$ cat config.mk
export PLATFORM = sky130hd
export DESIGN_NAME = led_breathe
export DESIGN_NICKNAME = d
export VERILOG_FILES = /design/src/rtl/led_pkg.sv /design/src/rtl/led_pwm.sv /design/src/rtl/led_breathe.sv
export SDC_FILE = /design/constraint.sdc
export NUM_CORES = 1
export LEC_CHECK = 0
export ABC_AREA = 0
export ABC_CLOCK_PERIOD_IN_PS = 6160
export BUFFER_PORTS_ARGS = -buffer_cell sky130_fd_sc_hd__buf_2
export CORE_MARGIN = 4
export CORE_UTILIZATION = 50
export DETAILED_ROUTE_END_ITERATION = 7
export PLACE_DENSITY = 0.68
export SYNTH_ARGS = -nofsm -noshare
export SYNTH_HDL_FRONTEND = slang
export SYNTH_SLANG_ARGS = --single-unit
$ cat constraint.sdc
create_clock -name clk -period 6.16 [get_ports clk]
set_input_delay 1.232 -clock clk [delete_from_list [all_inputs] [get_ports clk]]
set_output_delay 1.232 -clock clk [all_outputs]
set_load 0.05 [all_outputs]
$ cat src/rtl/led_pkg.sv
// rtl/led_pkg.sv - shared phase encoding and default sizing for the breathing-LED driver
package led_pkg;

    typedef enum logic [1:0] {
        LOW_HOLD  = 2'd0,
        RISE      = 2'd1,
        HIGH_HOLD = 2'd2,
        FALL      = 2'd3
    } phase_t;

    localparam int DEFAULT_DUTY_W = 8;
    localparam int DEFAULT_HOLD   = 32;

endpackage

$ cat src/rtl/led_pwm.sv
// rtl/led_pwm.sv - free-running PWM carrier with a wrap-aligned duty shadow and registered compare
module led_pwm
    import led_pkg::*;
#(
    parameter int DUTY_W = DEFAULT_DUTY_W
) (
    input  logic              clk,
    input  logic              rst_n,
    input  logic              enable,
    input  logic [DUTY_W-1:0] duty,
    output logic              LED
);

    logic [DUTY_W-1:0] pwm_cnt;
    logic [DUTY_W-1:0] duty_sh;

    // duty_sh only moves on the wrap edge so every carrier period sees a single duty
    always_ff @(posedge clk or negedge rst_n) begin
        if (!rst_n) begin
            pwm_cnt <= '0;
            duty_sh <= '0;
            LED     <= 1'b0;
        end else begin
            pwm_cnt <= pwm_cnt + DUTY_W'(1);
            if (pwm_cnt == '1) begin
                duty_sh <= duty;
            end
            LED <= enable & (pwm_cnt < duty_sh);
        end
    end

endmodule

$ cat src/rtl/led_breathe.sv
// rtl/led_breathe.sv - tick-stepped four-phase duty sequencer driving the PWM LED output
module led_breathe
    import led_pkg::*;
#(
    parameter int DUTY_W = DEFAULT_DUTY_W,
    parameter int HOLD   = DEFAULT_HOLD
) (
    input  logic              clk,
    input  logic              rst_n,
    input  logic              tick_in,
    input  logic              enable,
    output logic              LED,
    output logic [DUTY_W-1:0] duty,
    output logic [1:0]        phase
);

    localparam int                HW        = (HOLD > 1) ? $clog2(HOLD) : 1;
    localparam logic [HW-1:0]     HOLD_LAST = HW'(HOLD - 1);
    localparam logic [DUTY_W-1:0] MAX       = '1;
    localparam logic [DUTY_W-1:0] NEAR_MAX  = MAX - DUTY_W'(1);
    localparam logic [DUTY_W-1:0] ONE       = DUTY_W'(1);

    phase_t        state;
    logic [HW-1:0] hold_cnt;
    logic          tick_d;
    logic          step;

    assign step  = tick_in & ~tick_d & enable;
    assign phase = state;

    always_ff @(posedge clk or negedge rst_n) begin
        if (!rst_n) begin
            state    <= LOW_HOLD;
            duty     <= '0;
            hold_cnt <= '0;
            tick_d   <= 1'b0;
        end else begin
            tick_d <= tick_in;
            if (!enable) begin
                state    <= LOW_HOLD;
                duty     <= '0;
                hold_cnt <= '0;
            end else if (step) begin
                case (state)
                    LOW_HOLD: begin
                        if (hold_cnt == HOLD_LAST) begin
                            state    <= RISE;
                            hold_cnt <= '0;
                        end else begin
                            hold_cnt <= hold_cnt + HW'(1);
                        end
                    end
                    RISE: begin
                        duty <= duty + ONE;
                        if (duty == NEAR_MAX) begin
                            state    <= HIGH_HOLD;
                            hold_cnt <= '0;
                        end
                    end
                    HIGH_HOLD: begin
                        if (hold_cnt == HOLD_LAST) begin
                            state    <= FALL;
                            hold_cnt <= '0;
                        end else begin
                            hold_cnt <= hold_cnt + HW'(1);
                        end
                    end
                    FALL: begin
                        duty <= duty - ONE;
                        if (duty == ONE) begin
                            state    <= LOW_HOLD;
                            hold_cnt <= '0;
                        end
                    end
                    default: state <= LOW_HOLD;
                endcase
            end
        end
    end

    led_pwm #(
        .DUTY_W(DUTY_W)
    ) u_pwm (
        .clk   (clk),
        .rst_n (rst_n),
        .enable(enable),
        .duty  (duty),
        .LED   (LED)
    );

endmodule

Yosys cells after proc, flatten, opt, wreduce, memory -nomap -nowiden --
Cells that the tools add are included.
Storage, ports and cells: flip-flop bits (word level) 33, bits of input ports 4, output and inout bits 11
Cells by class: add/subtract/negate cells 4, order comparisons 1, eq/ne operators 13, multiplexer cells 16, bitwise logic cells 4, reductions and logical operators 5
Operator list (count):
- $mux 5 | 5
- $add 8x1->8 const B | 2
- $eq 8x8->1 const B | 2
- $mux 8 | 2
- $pmux 8 s2 | 1
- $pmux 5 s3 | 1
- $mux 2 | 6
- $ne 3x3->1 const B | 4
- $eq 8x1->1 const B | 1
- $lt 8x8->1 | 1
- $pmux 2 s4 | 1
- $sub 8x1->8 const B | 1
- $add 5x1->5 const B | 1
- $eq 5x5->1 const B | 1
- $reduce_and 5->1 | 1
- $eq 2x2->1 const B | 2
- $and 1x1->1 | 3
- $ne 3x1->1 const B | 1
- $reduce_and 3->1 | 1
- $eq 2x1->1 const B | 1
- $logic_not 2->1 | 1
- $ne 2x1->1 const B | 1
- $reduce_and 2->1 | 1
- $reduce_or 2->1 | 1
- $not 1->1 | 1

Longest topological paths before layout --
Gate-level depths: netlist (run 1).
depth in word-level cells 5, depth in mapped cells 8, mapped depth without buffers 7

Hierarchy --
A second synthesis (run 1) with hierarchy kept.
Unflattened totals: cell total of the unflattened synthesis 175, area total of the unflattened synthesis 1859.3 um^2
By module, submodules not included:
- led_breathe | times used 1, cells an instance 109, area an instance 1036.0 um^2, seq. area each 400.4 um^2
- led_pwm | times used 1, cells an instance 66, area an instance 823.3 um^2, seq. area each 425.4 um^2

Least setup slack after synthesis (run 1) --
Ideal clock, no wire load.
path kind input port to flip-flop, from input tick_in, to register duty[5], library setup time 119 ps, data arrival time 2385 ps, data required time 6041 ps, slack 3656 ps, stages 5, cell sequence or2b_2 > o21ai_1 > o21ai_0 > xnor2_1 > and2_1
On the way: longest elaborated chain between the ends 4
RTL lines:
- start, declared | line led_breathe.sv:10 | input logic tick_in,
- $and 1x1->1 (2 in a row) | line led_breathe.sv:28 | assign step = tick_in & ~tick_d & enable;
- $ne 2x1->1 (no source line)
- $reduce_and 2->1 (no source line)
- end signal, assigned | line led_breathe.sv:54 | duty <= duty + ONE;
- end signal, assigned | line led_breathe.sv:69 | duty <= duty - ONE;
- end, declared | line led_breathe.sv:13 | output logic [DUTY_W-1:0] duty,
No other way between the ends. A chain may end at the register's enable or synchronous reset.

Final worst setup path (run 1) --
from input tick_in, to register state[0], in the netlist phase[0]
On the way: longest elaborated chain between the ends 4
RTL lines:
- $and 1x1->1 (2 in a row) | line led_breathe.sv:28
- $ne 2x1->1 (no source line)
- $reduce_and 5->1 (no source line)
- end signal, assigned | line led_breathe.sv:33 | state <= LOW_HOLD;
- end signal, assigned | line led_breathe.sv:40 | state <= LOW_HOLD;
- end signal, assigned | line led_breathe.sv:47 | state <= RISE;
- end, declared | line led_breathe.sv:23 | phase_t state;
No other way between the ends.

==> impl_metrics.py, run 1 <==
metrics = {
    "yosys": {
        "post_synth.cell_area_avg_um2": 9.81,
        "synth_area_um2": 1860,
        "yosysTopAreaCell": "dfrtp_1",
        "async_reset_ff_share_pct": 100,
        "synth_area_leaders": "dfrtp_1, ha_1, xnor2_1",
        "syn_nets": 213,
        "yosysWarnings": 0,
        "synthMostInstantiatedCell": "dfrtp_1",
        "synth_commonest_cells": "dfrtp_1, nand2_1, ha_1",
        "synthDistinctLibCells": 41,
        "ys_ff_latch": 33,
        "synth-edff-count": 0,
        "ys.flop_type": "dfrtp_1",
        "synth_cells": 190,
        "synth.top_cell.area_share_pct": 44.3,
        "synth.yosys.seq_area_share_pct": 44.3,
    },
    "setup_path": {
        "critPathSlowestCell": "or4_1",
        "cp_num_buf_inv": 1,
        "critPathArrivalTime_ns": 2.64,
        "crit_required_ns": 6.33,
        "critical-path-max-stage-delay_ns": 0.50,
        "crit_family": "simple AND/OR/NAND/NOR gates",
        "path_cells": "buf_2 -> or2b_2 -> nand3b_1 -> or4_1 -> o211a_1",
        "worstPathMaxFanout": 12,
        "cp-start-kind": "input pin",
        "critical_path_class": "input pin to flip-flop",
        "cp-end-kind": "flip-flop",
    },
    "placed_design": {
        "dpl-instance-area_um2": 1950,
        "dp_slack_ns": 3.40,
        "gp_congestion": 0.838,
        "io_buffers": 14,
        "dp_hpwl_um": 2620,
        "dp_cells": 244,
    },
    "die": {
        "io_pins": 15,
        "die_w_um": 69.0,
        "num_rows": 21,
        "dieHeight_um": 69.0,
        "coreArea_um2": 3470,
        "dieArea_um2": 4770,
        "start_util_pct": 53.7,
    },
    "pwr": {
        "p_leak_nw": 0.961,
        "p_int_mw": 0.317,
        "peakVddDrop_mv": 0.121,
        "pwr-share-clk_pct": 38.7,
        "comb_power_share_pct": 7.5,
        "switchingPower_mw": 0.101,
        "switching_share_pct": 24.2,
        "pwr-share-seq_pct": 53.8,
        "power.density_nw_per_um2": 205,
        "p_total_mw": 0.418,
    },
    "timing": {
        "rsz0062_at_grt": "no",
        "finClkSkew_ns": 0.00441,
        "finalSetupTns_ns": 0,
        "hold_ws_ns": 0.476,
        "hold_viol": 0,
        "period_minus_slack_ns": 2.47,
        "drv_slew": 0,
        "timing.fmax_ghz": 0.405,
        "period_share_pct": 40.1,
        "setup_slack_ns": 3.69,
        "worst_pin_slew_ns": 0.759,
        "finalSetupViolations": 0,
        "relSlewSlack_pct": 49.2,
    },
    "finish": {
        "drive_gt1_share_pct": 13.2,
        "final_nets": 228,
        "area_delta_synth_final_pct": 9.20,
        "diodes": 0,
        "fin_util_pct": 58.7,
        "stdcell_area_um2": 2030,
        "final-instance-count-excl-fill": 251,
    },
    "routing": {
        "post-route-drc-count": 0,
        "dr.pass1.iters": 4,
        "drtIter0Drc": 47,
        "wl_um": 3550,
        "wl_per_cell_um": 14.2,
        "via_per_inst": 5.38,
        "dr_total_vias": 1350,
        "ant_nets": 0,
    },
    "global_route": {
        "grt_antenna_before_repair": 0,
        "grt_start_max_net_pins": 34,
        "grt_pass1_wl_um": 6450,
        "grt_overflow": 0,
        "grtUsageTotal_pct": 16.8,
        "grt_pass1_vias": 1402,
    },
    "clock_network": {
        "tritoncts": "done",
        "path_clk_slew_ns": 0.06,
        "cts_buffers": 5,
        "ctsResizeCount": 0,
        "cts_hold_buf": 0,
        "cts_max_path_buffers": 2,
        "post_cts_buffers": 0,
        "clock-sinks": 33,
        "htree_levels": 2,
        "clk_latency_ns": 0.28,
        "cts_root_buf": "clkbuf_8",
    },
    "run_status": {
        "status": "completed",
    },
    "hold_path": {
        "hp-class": "flip-flop to flip-flop",
    },
    "flow_run": {
        "timing.max_cap.violations": 0,
    },
}
-- worst reg2reg max path: cells and delay by family, from the launching register on --
kind               cells  cell delay [ns]
DFF                    1             0.46
AOI/OAI and AO/OA      2             0.35
and+or+nand+nor        3             1.43
-- worst paths after layout --
check                                      startpoint                          to  slack [ns]  cells after the start
setup / recovery                              tick_in        phase[0]$_DFFE_PN0P_        3.69                      5
hold / removal             u_pwm.pwm_cnt[0]$_DFF_PN0_  u_pwm.pwm_cnt[0]$_DFF_PN0_        0.48                      1
setup reg to reg                  duty[4]$_DFFE_PN0P_        phase[0]$_DFFE_PN0P_        3.81                      5
hold reg to reg            u_pwm.pwm_cnt[0]$_DFF_PN0_  u_pwm.pwm_cnt[0]$_DFF_PN0_        0.48                      1
max in group asynchronous                       rst_n  u_pwm.pwm_cnt[6]$_DFF_PN0_        4.68                      1
min in group asynchronous                       rst_n  u_pwm.pwm_cnt[0]$_DFF_PN0_        1.01                      1
-- flip-flops by register name, summed over array words and instances (netlist names) --
register	flops
phase	2
duty	8
u_pwm.pwm_cnt	8
tick_d	1
u_pwm.duty_sh	8
hold_cnt	5
u_pwm.LED	1
-- power groups by stage --
stage / clock network (mW) / registers, mW / logic [mW]
after global placement: 0 / 0.228 / 0.0308
after detailed placement: 0 / 0.229 / 0.0316
after global routing: 0.178 / 0.226 / 0.0349
after CTS: 0.168 / 0.225 / 0.0319
final: 0.161 / 0.225 / 0.0313
after floorplan: 0 / 0.234 / 0.0156
-- final cells by class --
type,count,area [um^2]
clock buffers,7,86.3
well taps,46,57.6
multi-input cells,136,938
repair buffers,14,70.1
inverters,15,56.3
flip-flops and latches,33,826
fillers,332,1430
-- cell usage in the layout (no fill, tap or decap), types with 2 or more instances in the layout --
master    count
o22ai_1       3
nand2_1      20
inv_1        15
ha_1         19
nor2_1       10
or4_1         2
o21ai_1       3
nand3_1      13
nor4_1        2
nand2b_1      2
and3_1        3
xor2_1        4
nand3b_1      2
o21ai_0      14
xnor2_1       9
buf_2        14
and2_1        7
or2_2         2
dfrtp_1      33
o21a_1        2
a21oi_1       2
clkbuf_8      6
-- cells by family after synthesis --
logic type	Yosys count	share of synthesized area, %
AOI/OAI and AO/OA	32	10.9
xor gates and xnor gates	13	6.11
adders and majority gates	19	12.8
buffers and inverters	21	5.31
DFF	33	44.3
muxes	2	1.14
and+or+nand+nor	70	19.5
-- per-layer routing --
metal	wire length (um)	part of all wire [%]	global-route usage [%]	vias up
met4	65	1.8	7.59	0
met3	88	2.5	3.63	7
met1	1550	44	20.5	655
met5	0	0	0	-
met2	1860	52	28.3	13
li1	-	-	-	675
Power figures use the tool's default switching activity.
==> run 2: changes to the inputs <==
Settings changed: ABC_CLOCK_PERIOD_IN_PS 6160 to 2500.
Clock period 6.16 ns to 2.5 ns, I/O delays scaled along.
==> run 2 against run 1 <==
Net effect:
- sequential power increased by 150%
- sequential share of layout area decreased by 0.66 points
- combinational power increased to 2.7 times the previous value
- non-clock buffer count increased by 5
- final area increased by 1.7%
- hold slack got worse by 0.21 ns
- critical path depth unchanged
- sequential cell count unchanged
- via count increased by 3.0%
- critical endpoint unchanged
- largest power group unchanged
==> impl_metrics.py, run 2 (synthesis gave the netlist of run 1 again) <==
metrics = {
    "routing": {
        "post-route-drc-count": 0,
        "dr_total_vias": 1390,
        "drtIter0Drc": 47,
        "wl_per_cell_um": 14.4,
        "wl_um": 3710,
        "dr.pass1.iters": 4,
        "ant_nets": 0,
        "via_per_inst": 5.41,
    },
    "setup_path": {
        "worstPathMaxFanout": 7,
        "crit_required_ns": 2.68,
        "critPathArrivalTime_ns": 2.37,
        "critical_path_class": "flip-flop to flip-flop",
        "cp-start-kind": "flip-flop",
        "rr_startpoint": "duty[4]$_DFFE_PN0P_",
        "startpoint": "duty[4]$_DFFE_PN0P_",
        "cp-end-kind": "flip-flop",
    },
    "clock_network": {
        "clock-sinks": 33,
        "cts_root_buf": "clkbuf_8",
        "path_clk_slew_ns": 0.07,
        "tritoncts": "done",
        "ctsResizeCount": 0,
        "htree_levels": 2,
        "post_cts_buffers": 0,
        "cts_max_path_buffers": 2,
        "clk_latency_ns": 0.29,
        "cts_buffers": 5,
        "cts_hold_buf": 0,
    },
    "global_route": {
        "grt_start_max_net_pins": 34,
        "grtUsageTotal_pct": 17.1,
        "grt_antenna_before_repair": 0,
        "grt_pass1_wl_um": 6560,
        "grt_overflow": 0,
        "grt_pass1_vias": 1399,
    },
    "pwr": {
        "pwr-share-seq_pct": 53.4,
        "p_leak_nw": 0.987,
        "comb_power_share_pct": 8.1,
        "switching_share_pct": 26.7,
        "p_int_mw": 0.758,
        "pwr-share-clk_pct": 38.5,
        "switchingPower_mw": 0.276,
        "peakVddDrop_mv": 0.447,
        "power.density_nw_per_um2": 500,
    },
    "placed_design": {
        "dpl-instance-area_um2": 1990,
        "dp_hpwl_um": 2680,
        "io_buffers": 14,
        "gp_congestion": 0.785,
    },
    "timing": {
        "drv_slew": 0,
        "finalSetupTns_ns": 0,
        "hold_viol": 0,
        "rsz0062_at_grt": "no",
        "worst_pin_slew_ns": 0.740,
        "finClkSkew_ns": 0.00377,
        "relSlewSlack_pct": 50.7,
        "period_minus_slack_ns": 2.19,
        "timing.fmax_ghz": 0.457,
        "finalSetupViolations": 0,
        "hold_ws_ns": 0.266,
        "period_share_pct": 87.6,
    },
    "finish": {
        "multi_input_area_um2": 938,
        "final_nets": 233,
        "layout_commonest_cell": "dfrtp_1",
        "fillers": 334,
        "seqCellArea_um2": 826,
        "drive_gt1_share_pct": 15.6,
        "diodes": 0,
        "area_delta_synth_final_pct": 11.0,
        "stdcell_area_um2": 2070,
        "fin_util_pct": 59.6,
        "top_regs": "duty: 8 flops, u_pwm.duty_sh: 8 flops, u_pwm.pwm_cnt: 8 flops",
        "final_cell_mix": "dfrtp_1, nand2_1, ha_1, inv_1",
    },
    "hold_path": {
        "hp-class": "input pin to asynchronous set/reset pin",
    },
    "flow_run": {
        "timing.max_cap.violations": 0,
    },
    "die": {
        "dieArea_um2": 4770,
        "start_util_pct": 53.7,
        "die_w_um": 69.0,
        "io_pins": 15,
        "num_rows": 21,
        "coreArea_um2": 3470,
        "dieHeight_um": 69.0,
    },
    "run_status": {
        "status": "completed",
    },
}
run 2: power groups by stage:
| stage | combinational, mW | sequential, mW | clock (mW) |
|---|---|---|---|
| finish | 0.0837 | 0.552 | 0.398 |
| global route | 0.0924 | 0.553 | 0.431 |
| CTS | 0.0853 | 0.552 | 0.408 |
| global placement | 0.0814 | 0.561 | 0 |
| detailed placement | 0.0845 | 0.562 | 0 |
| floorplan | 0.0385 | 0.577 | 0 |
run 2: layout make-up:
type	instances	area share, %
clock buffers	6	3.51
clock inverters	2	0.484
inverters	15	2.72
multi-input cells	136	45.4
flip-flops and latches	33	39.9
well taps	46	2.78
repair buffers	19	5.20
run 2: per-layer routing:
metal | GRT usage (%) | up-vias | share of wire (%)
met3 | 4.07 | 7 | 3.1
met1 | 20.6 | 683 | 45
li1 | - | 683 | -
met5 | 0 | - | 0
met4 | 7.16 | 0 | 1.8
met2 | 29.1 | 17 | 50
run 2: worst paths after layout:
path / slack, ns / cells after the start / endpoint
worst max-delay path: 0.31 / 5 / phase[0]$_DFFE_PN0P_
worst min-delay path: 0.27 / 1 / u_pwm.duty_sh[1]$_DFFE_PN0N_
worst max register to register: 0.31 / 5 / phase[0]$_DFFE_PN0P_
worst min register to register: 0.50 / 1 / u_pwm.pwm_cnt[0]$_DFF_PN0_
max in group asynchronous: 1.76 / 1 / hold_cnt[2]$_DFFE_PN0P_
min in group clk: 0.32 / 1 / tick_d$_DFF_PN0_
run 2: critical path, cell delays in order (launching register included):
cell and delay [ns]:
dfrtp_1 0.47, or4_4 0.58, o41ai_2 0.20, nand3b_1 0.24, or4_1 0.46, o211a_1 0.14
run 2: stage by stage:
step                total power, mW  setup slack [ns]  cells
CTS                            1.04             0.314    257
global route                   1.08             0.143    257
finish                         1.03             0.310    257
detailed placement            0.646             0.345    249
global placement              0.642             0.404    249
floorplan                     0.616             0.290    190
==> run 3: changes to the inputs <==
Settings changed: SYNTH_HIERARCHICAL from default to 1.
==> run 3 against run 2 <==
Net effect:
- first-iteration DRC count down 49%
- sequential power increased by 4.5%
- utilization grew 0.47 points
- via count fell by 4.5%
- count of clock-buffer cells in the layout increased by 1
- maximum frequency up 7.7%
- register-to-register slack improved by 0.16 ns
- sequential share of layout area fell by 0.31 points
- critical path depth unchanged
- critical endpoint unchanged
- largest cell class unchanged
- highest routed layer unchanged
==> impl_metrics.py, run 3 <==
metrics = {
    "run_status": {
        "status": "completed",
    },
    "routing": {
        "drtIter0Drc": 24,
        "wl_um": 3550,
        "wl_per_cell_um": 14.7,
        "dr.pass1.iters": 4,
        "ant_nets": 0,
        "via_per_inst": 5.51,
        "dr_total_vias": 1327,
        "post-route-drc-count": 0,
    },
    "timing": {
        "relSlewSlack_pct": 50.2,
        "period_minus_slack_ns": 2.03,
        "finalSetupViolations": 0,
        "rsz0062_at_grt": "no",
        "finalSetupTns_ns": 0,
        "timing.fmax_ghz": 0.492,
        "drv_slew": 0,
        "hold_viol": 0,
        "worst_pin_slew_ns": 0.747,
        "finClkSkew_ns": 0.00256,
        "period_share_pct": 81.3,
    },
    "setup_path": {
        "path_cells": "or4_4 -> o311ai_2 -> nand3_1 -> nor2_1 -> o21ai_0",
        "critPathSlowestCell": "or4_4",
        "worstPathMaxFanout": 8,
        "cp_num_buf_inv": 0,
        "critPathArrivalTime_ns": 2.19,
        "cp-end-kind": "flip-flop",
        "crit_required_ns": 2.65,
        "cp-start-kind": "flip-flop",
        "crit_family": "simple AND/OR/NAND/NOR gates",
        "critical_path_class": "flip-flop to flip-flop",
        "critical-path-max-stage-delay_ns": 0.57,
    },
    "clock_network": {
        "tritoncts": "done",
        "htree_levels": 2,
        "clk_latency_ns": 0.28,
        "cts_hold_buf": 0,
        "cts_max_path_buffers": 2,
        "cts_buffers": 5,
        "clock-sinks": 33,
        "ctsResizeCount": 0,
        "cts_root_buf": "clkbuf_8",
        "post_cts_buffers": 0,
        "path_clk_slew_ns": 0.07,
    },
    "finish": {
        "top_regs": "duty: 8 flops, u_pwm/duty_sh: 8 flops, u_pwm/pwm_cnt: 8 flops",
        "final_cell_mix": "dfrtp_1, ha_1, nand2_1, buf_2, inv_1",
        "drive_gt1_share_pct": 19.5,
        "fillers": 303,
        "seqCellArea_um2": 826,
        "layout_commonest_cell": "dfrtp_1",
        "fin_util_pct": 60.1,
        "multi_input_area_um2": 973,
        "area_delta_synth_final_pct": 12.1,
        "final_nets": 217,
        "final-instance-count-excl-fill": 241,
        "diodes": 0,
    },
    "yosys": {
        "synthDistinctLibCells": 39,
        "synth.top_cell.area_share_pct": 44.4,
        "ys.flop_type": "dfrtp_1",
        "yosysWarnings": 6,
        "post_synth.cell_area_avg_um2": 10.6,
        "synth-edff-count": 0,
        "synth_area_leaders": "dfrtp_1, ha_1, mux2_2",
        "synth.yosys.seq_area_share_pct": 44.4,
        "yosysTopAreaCell": "dfrtp_1",
        "syn_nets": 198,
        "async_reset_ff_share_pct": 100,
        "synth_commonest_cells": "dfrtp_1, ha_1, nand2_1",
        "synth_cells": 175,
        "synthMostInstantiatedCell": "dfrtp_1",
        "synth_area_um2": 1860,
        "ys_ff_latch": 33,
    },
    "global_route": {
        "grt_antenna_before_repair": 0,
        "grtUsageTotal_pct": 18.4,
        "grt_pass1_wl_um": 6400,
        "grt_overflow": 0,
        "grt_pass1_vias": 1360,
        "grt_start_max_net_pins": 34,
    },
    "placed_design": {
        "dp_cells": 233,
        "gp_congestion": 0.878,
        "dp_hpwl_um": 2630,
        "io_buffers": 14,
    },
    "die": {
        "num_rows": 21,
        "die_w_um": 69.0,
        "dieHeight_um": 69.0,
        "io_pins": 15,
        "dieArea_um2": 4760,
        "coreArea_um2": 3470,
        "start_util_pct": 53.6,
    },
    "flow_run": {
        "timing.max_cap.violations": 0,
    },
    "pwr": {
        "p_total_mw": 1.21,
        "p_leak_nw": 0.994,
        "peakVddDrop_mv": 0.337,
        "power.density_nw_per_um2": 578,
    },
    "hold_path": {
        "hp-class": "input pin to asynchronous set/reset pin",
    },
}
## run 3: final timing paths
| kind | from | end | slack (ns) | cells after the start |
|---|---|---|---|---|
| max reg2reg | duty[4]$_DFFE_PN0P_ | phase[0]$_DFFE_PN0P_ | 0.47 | 5 |
| min reg2reg | hold_cnt[3]$_DFFE_PN0P_ | hold_cnt[3]$_DFFE_PN0P_ | 0.50 | 1 |
| max | duty[4]$_DFFE_PN0P_ | phase[0]$_DFFE_PN0P_ | 0.47 | 5 |
| min | rst_n | duty[2]$_DFFE_PN0P_ | 0.28 | 1 |
| min in group clk | tick_in | tick_d$_DFF_PN0_ | 0.34 | 1 |
| max in group asynchronous | rst_n | hold_cnt[4]$_DFFE_PN0P_ | 1.74 | 1 |
## run 3: through the flow
stage	hold slack, ns	area (um^2)	setup WS [ns]
2_1_floorplan	0.204	1860	0.246
3_3_place_gp	0.473	1980	0.567
3_5_place_dp	0.489	1980	0.509
4_1_cts	0.298	2080	0.489
5_1_grt	0.331	2080	0.312
6_report	0.285	2080	0.466
## run 3: cell families (layout without fill, tap and decap cells)
group	count (synthesis)	after routing	synth area share, %
AOI/OAI and AO/OA	27	27	10.4
xor gates and xnor gates	13	13	6.12
adders and majority gates	19	19	12.8
buffers and inverters	16	36	3.23
DFF	33	33	44.4
muxes	9	9	5.38
and+or+nand+nor	58	58	17.6
## run 3: worst reg2reg max path, stage by stage (launching register included)
cell and delay [ns]:
dfrtp_1 0.46, or4_4 0.57, o311ai_2 0.30, nand3_1 0.26
nor2_1 0.21, o21ai_0 0.10
## run 3: power by group
group	total, mW	internal [mW]	switching (mW)	leakage (nW)
Clock	0.434	0.249	0.186	0.0542
Sequential	0.577	0.551	0.0262	0.441
Combinational	0.194	0.0575	0.136	0.499
## run 3: final cells by class
cell class,instances,share of cell area [%]
multi-input combinational,126,46.7
clock buffer,7,4.62
tap,46,2.76
timing repair buffer,15,3.72
inverter,13,2.34
sequential,33,39.6
clock inverter,1,0.240
## run 3: layer usage
| metal | wire (um) | global-route usage [%] | share of wire (%) | vias to the layer above |
|---|---|---|---|---|
| met5 | 0 | 0 | 0 | - |
| met4 | 65 | 6.81 | 1.8 | 0 |
| met3 | 141 | 4.86 | 4.0 | 9 |
| met2 | 1700 | 28.9 | 48 | 33 |
| met1 | 1640 | 24.2 | 46 | 638 |
| li1 | - | - | - | 647 |
